### config.mk
export PLATFORM = sky130hd
export DESIGN_NAME = kbd_decode_flat
export DESIGN_NICKNAME = d
export VERILOG_FILES = /design/src/rtl/kbd_pkg.sv /design/src/rtl/kbd_decode_if.sv /design/src/rtl/kbd_decode.sv /design/src/flat_wrapper.sv
export SDC_FILE = /design/constraint.sdc
export NUM_CORES = 1
export LEC_CHECK = 0
export BUFFER_PORTS_ARGS = -buffer_cell sky130_fd_sc_hd__clkbuf_2
export CORE_MARGIN = 4
export CORE_UTILIZATION = 56
export CTS_BUF_LIST = sky130_fd_sc_hd__clkbuf_4
export DETAILED_ROUTE_END_ITERATION = 10
export GPL_TIMING_DRIVEN = 0
export PLACE_DENSITY = 0.85
export SYNTH_ARGS = -nofsm -noshare
export SYNTH_HDL_FRONTEND = slang
export SYNTH_SLANG_ARGS = --single-unit
### constraint.sdc
create_clock -name clk -period 3.2 [get_ports clk]
set_input_delay 0.64 -clock clk [delete_from_list [all_inputs] [get_ports clk]]
set_output_delay 0.64 -clock clk [all_outputs]
set_load 0.05 [all_outputs]
### src/rtl/kbd_pkg.sv
// Shared constants for the PS/2 scan-code-set-2 event decoder.
// Prefix/special bytes, modifier codes, mods bit indices and FSM encoding.
package kbd_pkg;

  localparam logic [7:0] SC_EXT       = 8'hE0;
  localparam logic [7:0] SC_BRK       = 8'hF0;
  localparam logic [7:0] SC_PAUSE_PFX = 8'hE1;
  localparam logic [7:0] SC_BAT       = 8'hAA;
  localparam logic [7:0] SC_ACK       = 8'hFA;
  localparam logic [7:0] SC_RESEND    = 8'hFE;
  localparam logic [7:0] SC_ECHO      = 8'hEE;
  localparam logic [7:0] SC_ERR0      = 8'h00;
  localparam logic [7:0] SC_ERR1      = 8'hFF;

  localparam logic [7:0] SC_LSHIFT = 8'h12;
  localparam logic [7:0] SC_RSHIFT = 8'h59;
  localparam logic [7:0] SC_CTRL   = 8'h14;
  localparam logic [7:0] SC_ALT    = 8'h11;
  localparam logic [7:0] SC_LGUI   = 8'h1F;
  localparam logic [7:0] SC_RGUI   = 8'h27;
  localparam logic [7:0] SC_CAPS   = 8'h58;
  localparam logic [7:0] SC_PAUSE  = 8'h77;

  localparam int MOD_LSHIFT = 0;
  localparam int MOD_RSHIFT = 1;
  localparam int MOD_LCTRL  = 2;
  localparam int MOD_RCTRL  = 3;
  localparam int MOD_LALT   = 4;
  localparam int MOD_RALT   = 5;
  localparam int MOD_LGUI   = 6;
  localparam int MOD_RGUI   = 7;

  typedef enum logic [2:0] {
    ST_IDLE,
    ST_EXT,
    ST_BRK,
    ST_EXTBRK,
    ST_SKIP
  } state_t;

  // One-hot mods bit touched by a key event, zero for non-modifier keys.
  function automatic logic [7:0] mod_mask(input logic [7:0] code, input logic ext);
    logic [7:0] m;
    m = '0;
    if (!ext) begin
      if (code == SC_LSHIFT) m[MOD_LSHIFT] = 1'b1;
      if (code == SC_RSHIFT) m[MOD_RSHIFT] = 1'b1;
      if (code == SC_CTRL)   m[MOD_LCTRL]  = 1'b1;
      if (code == SC_ALT)    m[MOD_LALT]   = 1'b1;
    end else begin
      if (code == SC_CTRL)   m[MOD_RCTRL]  = 1'b1;
      if (code == SC_ALT)    m[MOD_RALT]   = 1'b1;
      if (code == SC_LGUI)   m[MOD_LGUI]   = 1'b1;
      if (code == SC_RGUI)   m[MOD_RGUI]   = 1'b1;
    end
    return m;
  endfunction

endpackage

### src/rtl/kbd_decode_if.sv
// Byte-in / event-out handshake bundle of the keyboard decoder.
// slave = decoder side, master = receiver/CPU side.
interface kbd_decode_if;
  logic       sc_rdy;
  logic [7:0] sc_data;
  logic       sc_done;
  logic       ev_rdy;
  logic [7:0] ev_code;
  logic       ev_brk;
  logic       ev_ext;
  logic       ev_done;
  logic [7:0] mods;
  logic       caps;
  logic       err;

  modport slave (
    input  sc_rdy, sc_data, ev_done,
    output sc_done, ev_rdy, ev_code, ev_brk, ev_ext, mods, caps, err
  );

  modport master (
    output sc_rdy, sc_data, ev_done,
    input  sc_done, ev_rdy, ev_code, ev_brk, ev_ext, mods, caps, err
  );
endinterface

### src/rtl/kbd_decode.sv
// Folds scan-code-set-2 prefix bytes into single key events, tracking
// modifier and Caps Lock state; one-deep event register toward the CPU.
module kbd_decode
  import kbd_pkg::*;
#(
  parameter int PAUSE_SKIP = 7
) (
  input  logic         clk,
  input  logic         rst,
  kbd_decode_if.slave  bus
);

  localparam int CW = $clog2(PAUSE_SKIP + 1);

  state_t        r_state, w_state_nxt;
  logic [CW-1:0] r_cnt, w_cnt_nxt;
  logic          r_ev_rdy, r_ev_brk, r_ev_ext;
  logic [7:0]    r_ev_code, r_mods;
  logic          r_caps, r_caps_held, r_err;

  logic          w_accept, w_emit, w_err, w_ext, w_brk;
  logic          w_is_err, w_fake, w_drop;
  logic [7:0]    w_code, w_mask;

  // Prefix bytes stall too while the output is full, so the FIFO is the only buffer.
  assign w_accept = bus.sc_rdy & (~r_ev_rdy | bus.ev_done);
  assign w_is_err = (bus.sc_data == SC_ERR0) || (bus.sc_data == SC_ERR1);
  assign w_fake   = (bus.sc_data == SC_LSHIFT) || (bus.sc_data == SC_RSHIFT);
  assign w_drop   = (bus.sc_data == SC_BAT) || (bus.sc_data == SC_ACK) ||
                    (bus.sc_data == SC_RESEND) || (bus.sc_data == SC_ECHO);
  assign w_mask   = mod_mask(w_code, w_ext);

  always_comb begin
    w_state_nxt = r_state;
    w_cnt_nxt   = r_cnt;
    w_emit      = 1'b0;
    w_err       = 1'b0;
    w_ext       = 1'b0;
    w_brk       = 1'b0;
    w_code      = bus.sc_data;
    if (w_accept) begin
      case (r_state)
        ST_IDLE: begin
          if (bus.sc_data == SC_EXT)            w_state_nxt = ST_EXT;
          else if (bus.sc_data == SC_BRK)       w_state_nxt = ST_BRK;
          else if (bus.sc_data == SC_PAUSE_PFX) begin
            w_state_nxt = ST_SKIP;
            w_cnt_nxt   = CW'(PAUSE_SKIP);
          end
          else if (w_is_err)                    w_err  = 1'b1;
          else if (!w_drop)                     w_emit = 1'b1;
        end
        ST_EXT: begin
          w_state_nxt = ST_IDLE;
          if (bus.sc_data == SC_BRK) w_state_nxt = ST_EXTBRK;
          else if (w_is_err)         w_err = 1'b1;
          else if (!w_fake) begin
            w_emit = 1'b1;
            w_ext  = 1'b1;
          end
        end
        ST_BRK: begin
          w_state_nxt = ST_IDLE;
          if (w_is_err) w_err = 1'b1;
          else begin
            w_emit = 1'b1;
            w_brk  = 1'b1;
          end
        end
        ST_EXTBRK: begin
          w_state_nxt = ST_IDLE;
          if (!w_fake) begin
            w_emit = 1'b1;
            w_ext  = 1'b1;
            w_brk  = 1'b1;
          end
        end
        ST_SKIP: begin
          w_cnt_nxt = r_cnt - CW'(1);
          // The whole Pause sequence collapses into one extended make of 77.
          if (r_cnt <= CW'(1)) begin
            w_cnt_nxt   = '0;
            w_state_nxt = ST_IDLE;
            w_emit      = 1'b1;
            w_ext       = 1'b1;
            w_code      = SC_PAUSE;
          end
        end
        default: w_state_nxt = ST_IDLE;
      endcase
    end
  end

  always_ff @(posedge clk) begin
    if (!rst) begin
      r_state     <= ST_IDLE;
      r_cnt       <= '0;
      r_ev_rdy    <= 1'b0;
      r_ev_code   <= '0;
      r_ev_brk    <= 1'b0;
      r_ev_ext    <= 1'b0;
      r_mods      <= '0;
      r_caps      <= 1'b0;
      r_caps_held <= 1'b0;
      r_err       <= 1'b0;
    end else begin
      r_state <= w_state_nxt;
      r_cnt   <= w_cnt_nxt;
      r_err   <= w_err;
      if (w_emit) begin
        r_ev_rdy  <= 1'b1;
        r_ev_code <= w_code;
        r_ev_brk  <= w_brk;
        r_ev_ext  <= w_ext;
        r_mods    <= w_brk ? (r_mods & ~w_mask) : (r_mods | w_mask);
        // caps_held suppresses toggling on typematic repeats.
        if (!w_ext && w_code == SC_CAPS) begin
          if (w_brk)              r_caps_held <= 1'b0;
          else if (!r_caps_held) begin
            r_caps      <= ~r_caps;
            r_caps_held <= 1'b1;
          end
        end
      end else if (r_ev_rdy && bus.ev_done) begin
        r_ev_rdy <= 1'b0;
      end
    end
  end

  assign bus.sc_done = w_accept;
  assign bus.ev_rdy  = r_ev_rdy;
  assign bus.ev_code = r_ev_code;
  assign bus.ev_brk  = r_ev_brk;
  assign bus.ev_ext  = r_ev_ext;
  assign bus.mods    = r_mods;
  assign bus.caps    = r_caps;
  assign bus.err     = r_err;

endmodule
### src/flat_wrapper.sv
// flat-port wrapper written by rule: the top's interface ports become plain ports
module kbd_decode_flat import kbd_pkg::*;
#(
  parameter int PAUSE_SKIP = 7
)
  (clk, rst, bus_sc_rdy, bus_sc_data, bus_ev_done, bus_sc_done, bus_ev_rdy, bus_ev_code, bus_ev_brk, bus_ev_ext, bus_mods, bus_caps, bus_err);
  kbd_decode_if bus_i ();
  input  logic clk;
  input  logic rst;
  input wire logic [$bits(bus_i.sc_rdy)-1:0] bus_sc_rdy;
  input wire logic [$bits(bus_i.sc_data)-1:0] bus_sc_data;
  input wire logic [$bits(bus_i.ev_done)-1:0] bus_ev_done;
  output wire logic [$bits(bus_i.sc_done)-1:0] bus_sc_done;
  output wire logic [$bits(bus_i.ev_rdy)-1:0] bus_ev_rdy;
  output wire logic [$bits(bus_i.ev_code)-1:0] bus_ev_code;
  output wire logic [$bits(bus_i.ev_brk)-1:0] bus_ev_brk;
  output wire logic [$bits(bus_i.ev_ext)-1:0] bus_ev_ext;
  output wire logic [$bits(bus_i.mods)-1:0] bus_mods;
  output wire logic [$bits(bus_i.caps)-1:0] bus_caps;
  output wire logic [$bits(bus_i.err)-1:0] bus_err;
  assign bus_i.sc_rdy = bus_sc_rdy;
  assign bus_i.sc_data = bus_sc_data;
  assign bus_i.ev_done = bus_ev_done;
  assign bus_sc_done = bus_i.sc_done;
  assign bus_ev_rdy = bus_i.ev_rdy;
  assign bus_ev_code = bus_i.ev_code;
  assign bus_ev_brk = bus_i.ev_brk;
  assign bus_ev_ext = bus_i.ev_ext;
  assign bus_mods = bus_i.mods;
  assign bus_caps = bus_i.caps;
  assign bus_err = bus_i.err;
  kbd_decode #(.PAUSE_SKIP(PAUSE_SKIP)) u_core (.clk(clk), .rst(rst), .bus(bus_i));
endmodule
Word level (Yosys, flattened, before mapping)
Cells that the tools add are included.
Word-level totals
  register bits: 28
  output and inout bits: 22
  logic and storage cells: 114
Operators by class
  add/subtract/negate cells: 1
  order comparisons: 1
  equality and inequality tests: 26
  multiplexer cells: 50
  bitwise gates (word level): 9
  reduce and logical (&&, ||, !) cells: 17
Operators by type and width (count)
  == test 8 bit, second input constant: 8
  == test 8 x 5 -> 1 bit, second input constant: 5
  two-way mux 8 bit: 4
  two-way mux 3 bit: 10
  two-way mux 1 bit: 29
  == test 8 x 7 -> 1 bit, second input constant: 3
  case mux 3 bit (3 select lines): 1
  AND 8 bit: 1
  == test 8 x 6 -> 1 bit, second input constant: 1
  logical NOT 8 bit: 1
  NOT 8 bit: 1
  bitwise OR 8 bit: 1
  == test 3 x 2 -> 1 bit, second input constant: 2
  case mux 1 bit (3 select lines): 2
  case mux 3 bit (2 select lines): 1
  logical OR 1 bit: 5
  case mux 1 bit (5 select lines): 1
  AND reduction 5 bit: 1
  != test 2 x 1 -> 1 bit, second input constant: 2
  != test 2 bit, second input constant: 2
  != test 4 x 1 -> 1 bit, second input constant: 1
  NOT 1 bit: 4
  AND reduction 2 bit: 2
  AND reduction 4 bit: 1
  13 further kinds: 15

Longest topological paths before layout
Gate-level depths: netlist of the first run.
  depth in word-level cells: 12
  mapped depth: 9
  gate-level depth less buffers: 8

Worst setup path after synthesis of the first run
No wires, ideal clock.
  path kind: input -> register
  start: in bus_ev_done
  end: reg with a tool-made name
  data arrival time: 2549 ps
  setup slack: 526 ps
  stages on the path: 9
  path through: nor2b_1 -> nand2b_1 -> clkbuf_1 -> inv_1 -> clkbuf_1 -> nand2_1 -> or3_1 -> o211ai_1 -> o31ai_1
RTL lines
  from (decl): line flat_wrapper.sv:12  | input wire logic [$bits(bus_i.ev_done)-1:0] bus_ev_done;

Worst setup path in the final report of the first run
  start: in bus_sc_data[3]
  end: reg u_core.r_ev_code[6], in the netlist u_core.bus.ev_code[6]
On the way
  cells in the longest elaborated chain, start to end: 11
RTL lines
  from (decl): line flat_wrapper.sv:11  | input wire logic [$bits(bus_i.sc_data)-1:0] bus_sc_data;
  == test 8 bit: line kbd_decode.sv:29  | assign w_drop = (bus.sc_data == SC_BAT) || (bus.sc_data == SC_ACK) ||
  logical OR 1 bit (2 in a row): line kbd_decode.sv:29
  logical OR 1 bit: line kbd_decode.sv:30  | (bus.sc_data == SC_RESEND) || (bus.sc_data == SC_ECHO);
  two-way mux 1 bit: line kbd_decode.sv:51  | else if (!w_drop) w_emit = 1'b1;
  two-way mux 1 bit: line kbd_decode.sv:50  | else if (w_is_err) w_err = 1'b1;
  two-way mux 1 bit: line kbd_decode.sv:46  | else if (bus.sc_data == SC_PAUSE_PFX) begin
  two-way mux 1 bit: line kbd_decode.sv:45  | else if (bus.sc_data == SC_BRK) w_state_nxt = ST_BRK;
  two-way mux 1 bit: line kbd_decode.sv:44  | if (bus.sc_data == SC_EXT) w_state_nxt = ST_EXT;
  case mux 1 bit (5 select lines) *: line kbd_decode.sv:42  | case (r_state)
  two-way mux 1 bit *: line kbd_decode.sv:41  | if (w_accept) begin
  to (signal assigned): line kbd_decode.sv:112  | r_ev_code <= w_code;
  to (decl): line kbd_decode.sv:18  | logic [7:0] r_ev_code, r_mods;
Every way passes the cells marked *; elsewhere a longest branch is shown, timed or not.
A chain may end at the register's enable or synchronous reset.

==> run_results.csv, run 1 <==
group,metric,value,unit
clocking,cts.repair.resized,0,
critical_path,cp_max_fo,10,
outcome,status,"complete, no violations",
clocking,insertion_delay,0.33,ns
synth,synth_edf_count,0,
run,max_cap_viol_count,0,
critical_path,start_kind,"input pin",
detailed_routing,vias,1634,
detailed_routing,drt-initial-drc-count,96,
layout,final_cells,267,
synth,netlist_area,1608,sq um
synth,synth_top_area_share,34.86,%
synth,synth_top_cells_by_count,"dfxtp_1, nor2_1, nand2_1",
placement,hpwl,3006,um
placement,place_inst,264,
floorplan,die_y,61.58,um
synth,synth_area_leaders,"dfxtp_1, nor2_1, o21a_1, nand2_1, a21oi_1",
global_route,grtUsageMet2,36.47,%
sta,setup_viol,0,
detailed_routing,wirelength,3997,um
min_path,hold_end,"u_core.bus.ev_code[3]$_SDFFE_PN0P_",
layout,area_delta_synth_final,13.46,%
floorplan,die-area,3792,sq um
critical_path,crit_type,"input pin to flop",
min_path,worst_hold_startpoint,"u_core.bus.ev_code[3]$_SDFFE_PN0P_",
critical_path,arrival,2.99,ns
global_route,grt_pass1_vias,1334,
critical_path,r2r_end,"u_core.bus.caps$_SDFFE_PN0P_",
synth,synth_most_common_cell,"dfxtp_1",
synth,avgSynthCellArea,7.959,sq um
critical_path,reg2reg_depth,6,
global_route,grt_first_pass_wirelength,6486,um
detailed_routing,routedWlPerCell,14.97,um
detailed_routing,drc,0,
global_route,antenna_found_initial,0,
global_route,grt_start_max_net_pins,15,
sta,timing.final.hold_violations,0,
global_route,grtUsageMet1,32.58,%
power,p_leak,0.7063,nW
sta,rsz0062_at_grt,"false",
min_path,holdCritPathClass,"flop to flop",
clocking,numCtsBuffers,3,
power,vdd_drop_max,0.0004373,V
detailed_routing,vias_per_cell,6.120,
clocking,cts_tree,"done",
sta,worstMarginPinSlew,0.7955,ns
synth,synth-seq-cells,28,
global_route,busiest_layer,"met2",
clocking,cts.sinks,28,
global_route,met3_usage,3.145,%
sta,skew,0.001958,ns
sta,slew_headroom,46.61,%
synth,syn-num-nets,216,
min_path,min_delay_path_depth,2,
placement,io_buffer_count,31,
detailed_routing,ant_nets,0,
sta,slew_violations,0,
sta,clock.fmax,363.8,MHz
critical_path,r2r_slack,0.69,ns
placement,place_congestion,0.9105,
power,powerDensity,349.2,nW/um^2
synth,synth.distinct_cells,52,
sta,setup-tns-final,0,ns
layout,nFillCells,259,
floorplan,core_area,2758,sq um
floorplan,num_rows,19,
synth,yosysWarnings,0,
clocking,cts_hold_buffers,0,
critical_path,end_kind,"flop",
floorplan,io_pins,34,
floorplan,die_width,61.58,um
global_route,overflow,0,
clocking,clk_path_buf_depth,2,
sta,fin_crit_sh,85.90,%
critical_path,r2r_start,"u_core.r_state[1]$_SDFFE_PN0P_",
layout,drive_above_1_share,19.49,%
synth,yosysTopAreaCell,"dfxtp_1",
clocking,cts_max_level,1,
clocking,clock-root-buffer,"clkbuf_4",
floorplan,initial_core_util,58.30,%
clocking,post-cts-setup-buffers,0,
synth,synth-main-ff-cell,"dfxtp_1",
global_route,grt_usage,22.88,%
detailed_routing,first_pass_iters,5,
synth,async_reset_ff_share,0,%
synth,yosysSeqAreaShare,34.86,%
layout,diodes,0,
synth,synthCells,202,
clocking,clk_pin_slew,0.14,ns
critical_path,worstPathRequired,3.45,ns
layout,fin_nets,252,
sta,finalCriticalPeriod,2.749,ns
-- stage by stage --
stage | setup slack, ns | hold slack, ns | utilization [%] | power (mW) | instance area (sq um)
2_1_floorplan | 0.5258 | 0.4385 | - | 0.4619 | 1608
3_3_place_gp | 0.1693 | 0.4480 | 65.34 | 0.4943 | 1802
3_5_place_dp | 0.1713 | 0.4542 | 65.34 | 0.4959 | 1802
4_1_cts | 0.5182 | 0.4803 | 66.15 | 0.6416 | 1824
5_1_grt | 0.3149 | 0.5196 | 66.15 | 0.6657 | 1824
6_report | 0.4512 | 0.4784 | 66.15 | 0.6371 | 1824
-- layout by cell type, fill, tap and decap left out, drive strengths merged, types with 3 or more instances in the layout --
cell / synthesis / layout
nor4: 5 / 5
nand2b: 5 / 5
a211oi: 6 / 6
nand2: 16 / 16
dfxtp: 28 / 28
nand3: 6 / 6
buf: 3 / 3
nor2: 21 / 21
nand4b: 3 / 3
clkbuf: 12 / 46
or4: 4 / 4
o21a: 9 / 9
o2111ai: 4 / 4
o21ai: 9 / 9
a21oi: 10 / 10
o31ai: 3 / 3
nor3: 9 / 9
o211a: 3 / 3
inv: 7 / 7
o211ai: 5 / 5
-- per-layer routing --
metal	share of wire, %	vias to the layer above	wire (um)
met5	0	-	0
met4	0.83	0	33
met3	5.7	2	228
met2	48	52	1917
met1	45	758	1817
li1	-	822	-
-- worst max-delay path: stages --
cell and delay (ns):
clkbuf_2 0.09, clkbuf_1 0.20, nor4_1 0.59, a22oi_2 0.15, nand4_1 0.37, o21ai_1 0.38
o21a_1 0.37, o21a_1 0.20
-- logic make-up (layout without fill, tap and decap cells) --
| group | count (synthesis) | after routing | synth area share, % |
|---|---|---|---|
| simple gates | 90 | 90 | 31.13 |
| mux | 2 | 2 | 1.323 |
| flops | 28 | 28 | 34.86 |
| buf+inv | 22 | 56 | 5.759 |
| compound gates | 58 | 58 | 25.37 |
| fa+ha+maj | 2 | 2 | 1.556 |
-- final cells by class --
| class | count | area (sq um) | area share (%) |
|---|---|---|---|
| multi-input cells | 152 | 954.7 | 52.33 |
| flip-flops and latches | 28 | 560.5 | 30.73 |
| repair buffers | 31 | 155.1 | 8.505 |
| plain buffers | 15 | 66.31 | 3.635 |
| well taps | 31 | 38.79 | 2.126 |
| inverters | 7 | 26.28 | 1.440 |
| clock buffers | 3 | 22.52 | 1.235 |
-- where the power goes --
| group | leakage (nW) | internal (mW) | switching (mW) | total (mW) |
|---|---|---|---|---|
| clock network | 0.0138 | 0.0443 | 0.103 | 0.147 |
| registers | 0.228 | 0.359 | 0.00520 | 0.364 |
| logic | 0.465 | 0.0348 | 0.0910 | 0.126 |
-- worst max-delay path by stage --
stage | slack [ns] | startpoint | depth (start not counted) | to
after floorplan | 0.53 | bus_ev_done | 9 | flop
after global placement | 0.17 | bus_sc_data[3] | 8 | u_core.bus.caps$_SDFFE_PN0P_
after detailed placement | 0.17 | bus_sc_data[3] | 8 | u_core.bus.caps$_SDFFE_PN0P_
after CTS | 0.52 | bus_sc_data[3] | 8 | u_core.bus.caps$_SDFFE_PN0P_
after global routing | 0.31 | bus_sc_data[3] | 8 | u_core.bus.ev_code[6]$_SDFFE_PN0P_
final | 0.45 | bus_sc_data[3] | 8 | u_core.bus.ev_code[6]$_SDFFE_PN0P_
Power figures use the tool's default switching activity.
==> inputs of run 2 (changes only) <==
--- a/config.mk
+++ b/config.mk
@@ -6,6 +6,7 @@
 export NUM_CORES = 1
 export LEC_CHECK = 0
 export BUFFER_PORTS_ARGS = -buffer_cell sky130_fd_sc_hd__clkbuf_2
+export CORE_ASPECT_RATIO = 0.5
 export CORE_MARGIN = 4
 export CORE_UTILIZATION = 56
 export CTS_BUF_LIST = sky130_fd_sc_hd__clkbuf_4
==> run 2 against run 1 <==
Net effect:
- die area up 1.4%
- non-clock buffer count unchanged
- maximum frequency increased by 1.2%
- clock power grew 4%
- highest routed layer unchanged
==> run_results.csv, run 2 (same netlist as run 1, synthesis figures left out) <==
group,metric,value,unit
critical_path,slowest_stage,"clkbuf_1",
global_route,grt_start_max_net_pins,16,
sta,rsz0062_at_grt,"false",
critical_path,r2r_slack,0.71,ns
detailed_routing,ant_nets,0,
critical_path,reg2reg_depth,6,
global_route,overflow,0,
detailed_routing,routedWlPerCell,15.41,um
critical_path,max_stage_delay,0.43,ns
critical_path,crit_type,"flop to primary output",
sta,slew_violations,0,
placement,dpl_cell_area,1809,sq um
detailed_routing,wirelength,4221,um
global_route,busiest_layer,"met2",
clocking,cts_max_level,1,
clocking,cts.repair.resized,0,
sta,setup_viol,0,
clocking,clk_path_buf_depth,2,
layout,multi_input_area,954.7,sq um
sta,setup-tns-final,0,ns
outcome,status,"complete, no violations",
layout,seqCellArea,560.5,sq um
layout,final_core_util,68.81,%
global_route,grt_pass1_vias,1476,
critical_path,cpLargestDelayFamily,"buffers and inverters",
sta,worstMarginPinSlew,0.7277,ns
global_route,grt_usage,23.52,%
clocking,clk_pin_slew,0.16,ns
sta,fin_crit_sh,84.89,%
placement,place_inst,270,
sta,skew,0.01133,ns
layout,fin_nets,252,
global_route,antenna_found_initial,0,
critical_path,crit_top_cell,"clkbuf_1",
sta,slew_headroom,51.16,%
clocking,numCtsBuffers,3,
layout,final_cell_area,1836,sq um
clocking,post-cts-setup-buffers,0,
sta,finalCriticalPeriod,2.716,ns
global_route,grt_first_pass_wirelength,7100,um
layout,final_cells,274,
detailed_routing,vias,1673,
critical_path,cp_max_fo,10,
critical_path,start_kind,"flop",
floorplan,core_area,2668,sq um
detailed_routing,vias_per_cell,6.106,
layout,drive_above_1_share,19.41,%
critical_path,arrival,2.08,ns
sta,clock.fmax,368.1,MHz
layout,area_delta_synth_final,14.16,%
run,max_cap_viol_count,0,
layout,layout_common_cells,"clkbuf_2, dfxtp_1, nor2_1",
global_route,grtUsageMet1,31.57,%
power,powerDensity,351.3,nW/um^2
power,p_leak,0.7079,nW
layout,final_common_cell,"clkbuf_2",
power,vdd_drop_max,0.0002786,V
detailed_routing,drt-initial-drc-count,138,
floorplan,initial_core_util,60.27,%
detailed_routing,first_pass_iters,4,
layout,nFillCells,245,
critical_path,crit_buf_inv,4,
floorplan,die_y,45.89,um
placement,place_congestion,0.9274,
clocking,insertion_delay,0.34,ns
sta,hold_slack,0.4744,ns
critical_path,end_kind,"primary output",
min_path,holdCritPathClass,"flop to flop",
placement,hpwl,3188,um
floorplan,io_pins,34,
layout,diodes,0,
min_path,min_delay_path_depth,2,
critical_path,cp.depth,6,
floorplan,die-area,3844,sq um
floorplan,die_width,83.78,um
global_route,met3_usage,5.415,%
clocking,cts_tree,"done",
global_route,grtUsageMet2,40.13,%
placement,io_buffer_count,31,
detailed_routing,drc,0,
critical_path,path_cells,"nor2b_1 -> nand2b_1 -> clkbuf_1 -> inv_1 -> clkbuf_1 -> clkbuf_2",
clocking,clock-root-buffer,"clkbuf_4",
clocking,cts.sinks,28,
floorplan,num_rows,13,
critical_path,worstPathRequired,2.56,ns
clocking,cts_hold_buffers,0,
sta,timing.final.hold_violations,0,
## run 2: changes by cell type in the layout (fill, tap and decap cells not counted)
cell,before,now
clkinv_1,0,1
## run 2: final timing paths
| kind | startpoint | end |
|---|---|---|
| worst max-delay path | u_core.bus.ev_rdy$_SDFFE_PN0P_ | bus_sc_done |
| worst min-delay path | u_core.bus.ev_code[3]$_SDFFE_PN0P_ | u_core.bus.ev_code[3]$_SDFFE_PN0P_ |
| worst max register to register | u_core.r_state[1]$_SDFFE_PN0P_ | u_core.bus.caps$_SDFFE_PN0P_ |
| worst min register to register | u_core.bus.ev_code[3]$_SDFFE_PN0P_ | u_core.bus.ev_code[3]$_SDFFE_PN0P_ |
## run 2: routing by layer
layer  up-vias  wire length, um
li1        825                -
met1       770             1836
met2        76             1911
met3         2              456
met4         0               17
met5         -                0
## run 2: power by group
| part | internal (mW) | switching [mW] |
|---|---|---|
| Combinational | 0.0348 | 0.0929 |
| Sequential | 0.359 | 0.00561 |
| Clock | 0.0459 | 0.107 |
| Total | 0.439 | 0.205 |
## run 2: layout make-up
| cell class | count | area share [%] |
|---|---|---|
| Inverter | 7 | 1.431 |
| Buffer | 15 | 3.613 |
| Clock buffer | 3 | 1.227 |
| Tap cell | 37 | 2.522 |
| Multi-Input combinational cell | 152 | 52.01 |
| Clock inverter | 1 | 0.2045 |
| Timing Repair Buffer | 31 | 8.453 |
| Sequential cell | 28 | 30.54 |
## run 2: tightest hold or removal path, cell delays in order, from the launching register on
cell	delay (ns)
dfxtp_1	0.34
nand2_1	0.05
o21ai_0	0.06
## run 2: metrics by stage
step,setup slack (ns),power [mW]
6_report,0.4835,0.6448
4_1_cts,0.5286,0.6447
2_1_floorplan,0.5258,0.4619
3_3_place_gp,0.2095,0.4943
5_1_grt,0.2488,0.6745
3_5_place_dp,0.1646,0.4968
==> inputs of run 3 (changes only) <==
--- a/config.mk
+++ b/config.mk
@@ -5,14 +5,15 @@
 export SDC_FILE = /design/constraint.sdc
 export NUM_CORES = 1
 export LEC_CHECK = 0
+export ABC_AREA = 1
 export BUFFER_PORTS_ARGS = -buffer_cell sky130_fd_sc_hd__clkbuf_2
 export CORE_ASPECT_RATIO = 0.5
 export CORE_MARGIN = 4
-export CORE_UTILIZATION = 56
+export CORE_UTILIZATION = 51
 export CTS_BUF_LIST = sky130_fd_sc_hd__clkbuf_4
 export DETAILED_ROUTE_END_ITERATION = 10
 export GPL_TIMING_DRIVEN = 0
-export PLACE_DENSITY = 0.85
+export PLACE_DENSITY = 0.81
 export SYNTH_ARGS = -nofsm -noshare
 export SYNTH_HDL_FRONTEND = slang
 export SYNTH_SLANG_ARGS = --single-unit
==> constraint.sdc (replaced) <==
create_clock -name clk -period 2.3 [get_ports clk]
set_input_delay 0.46 -clock clk [delete_from_list [all_inputs] [get_ports clk]]
set_output_delay 0.46 -clock clk [all_outputs]
set_load 0.05 [all_outputs]
==> run 3 against run 2 <==
Net effect:
- worst setup slack got worse by 0.20 ns
- via count decreased by 0.72%
- cell count increased by 17%
- die area increased by 8.4%
- clock skew decreased by 0.0023 ns
- sequential power increased by 46%
- first-iteration DRC count decreased by 67%
- non-clock buffer count decreased by 10
- largest cell class unchanged
- global-route usage decreased by 3.5 points
- synthesized cell count increased by 20%
- count of clock-buffer cells in the layout unchanged
==> run_results.csv, run 3 <==
group,metric,value,unit
critical_path,max_stage_delay,0.34,ns
detailed_routing,routedWlPerCell,12.46,um
detailed_routing,vias_per_cell,5.191,
placement,hpwl,3118,um
floorplan,die_y,47.69,um
critical_path,r2r_slack,0.28,ns
critical_path,start_kind,"flop",
critical_path,path_cells,"inv_1 -> ha_1 -> nor2_1 -> nor2_2 -> nand3_2 -> nand2_1 -> nand2_1 -> nor4_2 -> nand3_1 -> a21oi_1",
sta,skew,0.008991,ns
outcome,status,"complete, no violations",
run,max_cap_viol_count,0,
power,switching_share,35.10,%
synth,synth_most_common_cell,"nand2_1",
detailed_routing,vias,1661,
sta,finalCriticalPeriod,2.015,ns
critical_path,crit_type,"flop to flop",
synth,yosysWarnings,0,
clocking,cts.sinks,28,
power,power.share.sequential,44.3,%
layout,diodes,0,
detailed_routing,drc,0,
placement,place_congestion,0.9198,
layout,nFillCells,292,
synth,yosysTopAreaCell,"dfxtp_1",
critical_path,reg2reg_depth,10,
clocking,clk_pin_slew,0.16,ns
synth,syn-num-nets,257,
clocking,numCtsBuffers,3,
synth,synthCells,243,
clocking,cts_hold_buffers,0,
clocking,cts_max_level,1,
critical_path,slowest_stage,"dfxtp_1",
global_route,overflow,0,
synth,synth-seq-cells,28,
layout,drive_above_1_share,21.79,%
min_path,min_delay_path_depth,4,
power,combPwrFrac,27.6,%
synth,avgSynthCellArea,6.611,sq um
power,intPower,778.8,uW
layout,fin_nets,295,
floorplan,die_width,87.38,um
clocking,cts_tree,"done",
synth,async_reset_ff_share,0,%
power,p_leak,0.8969,nW
sta,worstMarginPinSlew,0.4809,ns
global_route,grt_pass1_vias,1448,
sta,slew_violations,0,
power,vdd_drop_max,0.0003317,V
critical_path,cp_max_fo,10,
sta,setup-tns-final,0,ns
layout,final_cell_area,1874,sq um
layout,layout_common_cells,"nand2_1, nor2_1, clkbuf_2",
clocking,clk_path_buf_depth,2,
global_route,antenna_found_initial,0,
floorplan,core_area,3013,sq um
floorplan,die-area,4166,sq um
sta,timing.final.hold_violations,0,
detailed_routing,first_pass_iters,4,
min_path,holdCritPathClass,"input pin to flop",
sta,fin_crit_sh,87.61,%
synth,synth_top_area_share,34.89,%
detailed_routing,drt-initial-drc-count,46,
global_route,grt_first_pass_wirelength,6423,um
clocking,insertion_delay,0.35,ns
sta,rsz0062_at_grt,"false",
detailed_routing,ant_nets,0,
critical_path,worstPathRequired,2.59,ns
global_route,grt_start_max_net_pins,17,
global_route,grt_usage,20.04,%
synth,synth_top_cells_by_count,"nand2_1, nor2_1, dfxtp_1",
sta,setup_viol,0,
synth,netlist_area,1607,sq um
power,switching_power,421.1,uW
layout,final_common_cell,"nand2_1",
synth,yosysSeqAreaShare,34.89,%
floorplan,io_pins,34,
floorplan,num_rows,14,
power,powerDensity,640.2,nW/um^2
sta,slew_headroom,67.94,%
layout,area_delta_synth_final,16.67,%
synth,synth_edf_count,0,
critical_path,crit_top_cell,"nand2_1",
floorplan,initial_core_util,53.32,%
detailed_routing,wirelength,3987,um
placement,dpl_cell_area,1822,sq um
placement,io_buffer_count,33,
critical_path,arrival,2.30,ns
synth,synth-main-ff-cell,"dfxtp_1",
critical_path,end_kind,"flop",
clocking,cts.repair.resized,0,
clocking,clock-root-buffer,"clkbuf_4",
sta,clock.fmax,496.3,MHz
power,clkPwrFrac,28.1,%
clocking,post-cts-setup-buffers,0,
synth,synth_area_leaders,"dfxtp_1, nand2_1, nor2_1, a21oi_1, inv_1",
synth,synth.distinct_cells,27,
run 3: routing by layer:
metal	routed length, um	share of wire [%]	vias to the layer above	global-route usage, %
li1	-	-	865	-
met1	1819	46	755	26.15
met2	1890	47	36	34.73
met3	242	6.1	5	4.124
met4	35	0.88	0	5.505
met5	0	0	-	0
run 3: critical path: cells and delay by family (launching register included):
kind	cells	cell delay, ns
flip-flops	1	0.34
AO/OA/AOI/OAI	1	0.15
adder cells (fa/ha/maj)	1	0.15
AND/OR/NAND/NOR	7	1.22
buffers and inverters	1	0.09
run 3: worst paths after layout:
kind                                     to                         start
max reg2reg                            flop  u_core.r_cnt[1]$_SDFFE_PN0P_
min          u_core.bus.ev_rdy$_SDFFE_PN0P_                   bus_ev_done
max                                    flop  u_core.r_cnt[1]$_SDFFE_PN0P_
min reg2reg                            flop                          flop
run 3: kinds of logic (layout without fill, tap and decap cells):
group,count (synthesis),after routing,share of synthesized area (%)
and+or+nand+nor,135,135,39.17
DFF,28,28,34.89
buffers and inverters,34,71,8.488
adders and majority gates,2,2,1.557
xor gates and xnor gates,1,1,0.5453
AOI/OAI and AO/OA,43,43,15.34
run 3: cell type report:
| type | count | area (sq um) | area share, % |
|---|---|---|---|
| clock inverters | 1 | 30.03 | 1.602 |
| multi-input cells | 181 | 909.6 | 48.53 |
| flip-flops and latches | 28 | 560.5 | 29.91 |
| inverters | 31 | 116.4 | 6.208 |
| clock buffers | 3 | 22.52 | 1.202 |
| plain buffers | 3 | 20.02 | 1.068 |
| repair buffers | 33 | 165.2 | 8.812 |
| well taps | 40 | 50.05 | 2.670 |
run 3: through the flow:
| stage | hold slack (ns) | setup WS, ns | total power, mW | std cells | util (%) |
|---|---|---|---|---|---|
| floorplan | 0.4508 | 0.2781 | 0.7880 | 243 | - |
| detailed placement | 0.4504 | 0.1687 | 0.8701 | 316 | 60.47 |
| global placement | 0.4504 | 0.2190 | 0.8616 | 316 | 60.47 |
| global route | 0.3560 | 0.05010 | 1.263 | 320 | 62.21 |
| finish | 0.3655 | 0.2850 | 1.200 | 320 | 62.21 |
| CTS | 0.3613 | 0.2910 | 1.207 | 320 | 62.21 |
run 3: power groups by stage:
stage | Combinational [mW] | Clock (mW) | Sequential [mW]
3_5_place_dp | 0.328 | 0 | 0.542
2_1_floorplan | 0.171 | 0 | 0.617
6_report | 0.332 | 0.337 | 0.532
4_1_cts | 0.332 | 0.344 | 0.532
5_1_grt | 0.364 | 0.364 | 0.535
3_3_place_gp | 0.321 | 0 | 0.541
